==> src/rtl/ascii_char_fifo.sv <==
// Byte-wide valid/ready FIFO with first-word fall-through and a saturating lowercase counter.
// Optional build macro NONPRINT_DROP_EN: accepts but discards non-printable bytes other than LF.
module ascii_char_fifo #(
  parameter int unsigned DEPTH  = 8,
  parameter int unsigned ADDR_W = 3,
  parameter int unsigned CNT_W  = 16
) (
  input  logic              clk,
  input  logic              rst_n,
  input  logic              in_valid,
  output logic              in_ready,
  input  logic [7:0]        in_data,
  output logic              out_valid,
  input  logic              out_ready,
  output logic [7:0]        out_data,
  output logic [ADDR_W:0]   level,
  output logic [CNT_W-1:0]  lc_count
);

  localparam logic [ADDR_W:0]  FullLevel = (ADDR_W + 1)'(DEPTH);
  localparam logic [CNT_W-1:0] CntMax    = '1;

  logic [7:0]        mem_q [DEPTH];
  logic [ADDR_W-1:0] wr_ptr_q, wr_ptr_d;
  logic [ADDR_W-1:0] rd_ptr_q, rd_ptr_d;
  logic [ADDR_W:0]   level_q, level_d;
  logic [CNT_W-1:0]  lc_count_q, lc_count_d;

  logic push, pop, keep, store, is_lower;

  assign in_ready  = (level_q != FullLevel);
  assign out_valid = (level_q != '0);
  assign out_data  = mem_q[rd_ptr_q];
  assign level     = level_q;
  assign lc_count  = lc_count_q;

  assign push     = in_valid & in_ready;
  assign pop      = out_valid & out_ready;
  assign is_lower = (in_data >= 8'h61) && (in_data <= 8'h7A);

`ifdef NONPRINT_DROP_EN
  // Dropped bytes still complete the handshake; they just never reach storage.
  assign keep = ((in_data >= 8'h20) && (in_data <= 8'h7E)) || (in_data == 8'h0A);
`else
  assign keep = 1'b1;
`endif

  assign store = push & keep;

  always_comb begin
    wr_ptr_d   = wr_ptr_q + ADDR_W'(store);
    rd_ptr_d   = rd_ptr_q + ADDR_W'(pop);
    level_d    = level_q + (ADDR_W + 1)'(store) - (ADDR_W + 1)'(pop);
    lc_count_d = lc_count_q;
    if (push && is_lower && (lc_count_q != CntMax)) begin
      lc_count_d = lc_count_q + CNT_W'(1);
    end
  end

  always_ff @(posedge clk or negedge rst_n) begin
    if (!rst_n) begin
      wr_ptr_q   <= '0;
      rd_ptr_q   <= '0;
      level_q    <= '0;
      lc_count_q <= '0;
    end else begin
      wr_ptr_q   <= wr_ptr_d;
      rd_ptr_q   <= rd_ptr_d;
      level_q    <= level_d;
      lc_count_q <= lc_count_d;
    end
  end

  // Storage is deliberately not reset; level gates every read.
  always_ff @(posedge clk) begin
    if (store) begin
      mem_q[wr_ptr_q] <= in_data;
    end
  end

endmodule

==> config.mk <==
export PLATFORM = sky130hd
export DESIGN_NAME = ascii_char_fifo
export DESIGN_NICKNAME = d
export VERILOG_FILES = /design/src/rtl/ascii_char_fifo.sv
export SDC_FILE = /design/constraint.sdc
export NUM_CORES = 1
export LEC_CHECK = 0
export BUFFER_PORTS_ARGS = -buffer_cell sky130_fd_sc_hd__buf_2
export CAP_MARGIN = 10
export CORE_MARGIN = 2
export CORE_UTILIZATION = 55
export DETAILED_ROUTE_END_ITERATION = 8
export HOLD_SLACK_MARGIN = 0.12
export PLACE_DENSITY = 0.83
export SYNTH_ARGS = -nofsm -noshare
export SYNTH_HDL_FRONTEND = slang
export SYNTH_SLANG_ARGS = --single-unit
==> constraint.sdc <==
create_clock -name clk -period 3.2 [get_ports clk]
set_clock_uncertainty 0.2 [all_clocks]
set_input_delay 0.32 -clock clk [delete_from_list [all_inputs] [get_ports clk]]
set_output_delay 0.32 -clock clk [all_outputs]
set_load 0.01 [all_outputs]
==> run metrics <==
TritonRoute pass-1 iters=4; critical path class=flop to output pin; post-CTS sizing=0; asr flop ratio synth=28.9%; hold crit path type=input port to flop; CP arrival=2230 ps; leakage power=1.75 nW; Synthesized Nets=251; DRT Wirelength=roughly 6900 µm; Placer Congestion=0.801; Yosys top cell by area=edfxtp_1; max-capacitance violation count=0; f_max=0.364 GHz; EDFF count, synth=between 60 and 70; first-pass GRT wire length=between 10000 and 15000 µm; Mapped Avg Cell Area=17.0 µm²; Synth cell types=39; CTS tree=yes; Via Count=2102; chip width=87.8 µm; clk sinks=90; IO Port Bufs=between 40 and 50; Final Setup Violations=0; H-tree levels=3; Synth warnings=0; Mapped Cells=227; core area=around 0.0068 mm²; actual slew at the worst max-slew pin=~790 ps; Ant. Diodes=0; sequential-to-total area share from yosys stat=between 60% and 70%; critical path cell sequence=buf_12 -> mux4_2 -> mux2_2 -> buf_2; Max FO, Critical Path=10; Nets=314; WL/cell=17.5 µm; highest ir drop seen on vdd=0.391 mV; Setup TNS Final=0 ps; CP delay by family, top=multiplexers; gr ovfl total=0; RSZ-0062 raised after global routing=no; vias in the first global route=2169; Pwr Density=784 mW/mm²; Slew headroom=47.5%; root buffer cell=clkbuf_8; initial antenna violation count=0; CP endpoint kind=output pin; Die H=87.8 µm; required time of the critical path=2680 ps; DRT iter0 DRCs=120; P&R area growth vs syn=17.2%; Fin. Hold Viols=0; Util after Layout=66.6%; Critical Path Max Stage Delay=730 ps; dpl hpwl=4490 µm; Netlist Area Pre-Place=0.00386 mm²; count leader, synth=edfxtp_1; clock buffer depth=2; fraction of layout cells with a size suffix above 1=35.9%; Die ar.=just under 0.008 mm²; crit share post-route=between 80 and 90%; drt drc=0; Synth top cells by count=edfxtp_1 (64), dfrtp_1 (26), mux4_2 (16); CTS Buf Count=9; Worst setup SP type=flop; starting density of the core=56.8%; share of the synthesized area in the top cell type=about 50%; final worst path period need=about 2800 ps; status=finished clean; clock latency on the worst-skew pair=between 300 and 400 ps; #FFs+latches synth=90; GRT Overall Usage=between 20% and 30%; cells taking the most area after synthesis=edfxtp_1 (50%), dfrtp_1 (17%), mux4_2 (9.3%); Main synth FF type=edfxtp_1; row count=30; Final Max Tran Viols=0; Worst-path clk slew=~80 ps; pin count of the biggest net entering global routing=27; vias per cell=5.38; DRT antenna net count=0; WP buf/inv=2; I/O pin total=42; Crit-path slowest cell=dfrtp_1
==> stage by stage <==
step,power [mW],setup slack (ps),cell area (µm²),cells,hold WS [ps]
after floorplan,2.38,650,3860,227,-176
after global placement,2.72,677,4220,366,146
after detailed placement,2.78,610,4220,366,152
after CTS,3.58,396,4520,391,170
after global routing,3.75,323,4520,391,214
final,3.55,450,4520,391,178
==> cells in the final DEF (no fill, tap or decap), types with 2 or more instances in the layout <==
cell type       n
a21oi_1         3
and3_1          5
buf_2          41
buf_4           8
bufinv_16       2
clkbuf_8        9
clkinv_1        2
dfrtp_1        26
dlygate4sd3_1   9
edfxtp_1       64
ha_1           11
inv_1           9
mux2_2         11
mux4_2         16
nand2_1        12
nand2b_1        4
nand3_1         5
nand3_2         6
nand4_1         5
nor2_1          6
nor3_1          6
xnor2_1        12
xor2_1          3
==> registers in the layout (all words and copies together), names as in the netlist <==
signal    count
mem_q        64
lc_count     16
rd_ptr_q      3
level         4
wr_ptr_q      3
==> worst reg2reg max path: stages, from the launching register on <==
cell     delay (ps)
dfrtp_1         390
inv_1           110
ha_1            150
or3b_2          490
nand2_4         140
ha_1            240
inv_1            60
ha_1            160
inv_1            50
fa_1            370
xnor2_1         140
==> layout make-up <==
class                           instances  area (µm²)
Clock buffer                           10         128
Clock inverter                          6        81.3
Fill cell                             471        2270
Inverter                                9        33.8
Multi-Input combinational cell        121        1210
Sequential cell                        90        2570
Tap cell                               96         120
Timing Repair Buffer                   59         375
==> metal layers <==
metal	part of all wire [%]	track usage, %
met5	0	0
met4	1.5	8.39
met3	4.5	3.11
met2	50	31.8
met1	44	28.0
==> kinds of logic after synthesis <==
logic type / count (synthesis) / synth area share (%)
flops: 90 / 66.7
compound gates: 6 / 1.13
mux: 28 / 12.9
xor+xnor: 15 / 3.40
simple gates: 60 / 9.83
fa+ha+maj: 12 / 4.09
buf+inv: 16 / 1.95
==> worst paths after layout <==
kind,start,endpoint,slack (ps),depth (start not counted)
setup / recovery,rd_ptr_q[0],out_data[2],450,4
max in group asynchronous,rst_n,lc_count[4],2120,2
setup reg to reg,level[2],level[2],600,10
hold reg to reg,lc_count[10],lc_count[10],300,1
min in group asynchronous,rst_n,level[0],300,2
hold / removal,in_valid,wr_ptr_q[0],180,4
==> what timing repair did <==
item                                   4_1_cts  5_1_grt
hold buffers                                 9        0
setup endpoints to repair                    0        0
endpoints found under the hold margin       90        0
buffers inserted                             0        0
==> power by group <==
group | leakage, nW | switching [mW] | internal [mW]
Combinational | 0.729 | 0.476 | 0.577
Clock | 0.105 | 0.367 | 0.435
Sequential | 0.917 | 0.223 | 1.47
Total | 1.75 | 1.07 | 2.48
(Power assumes the default switching activity.)
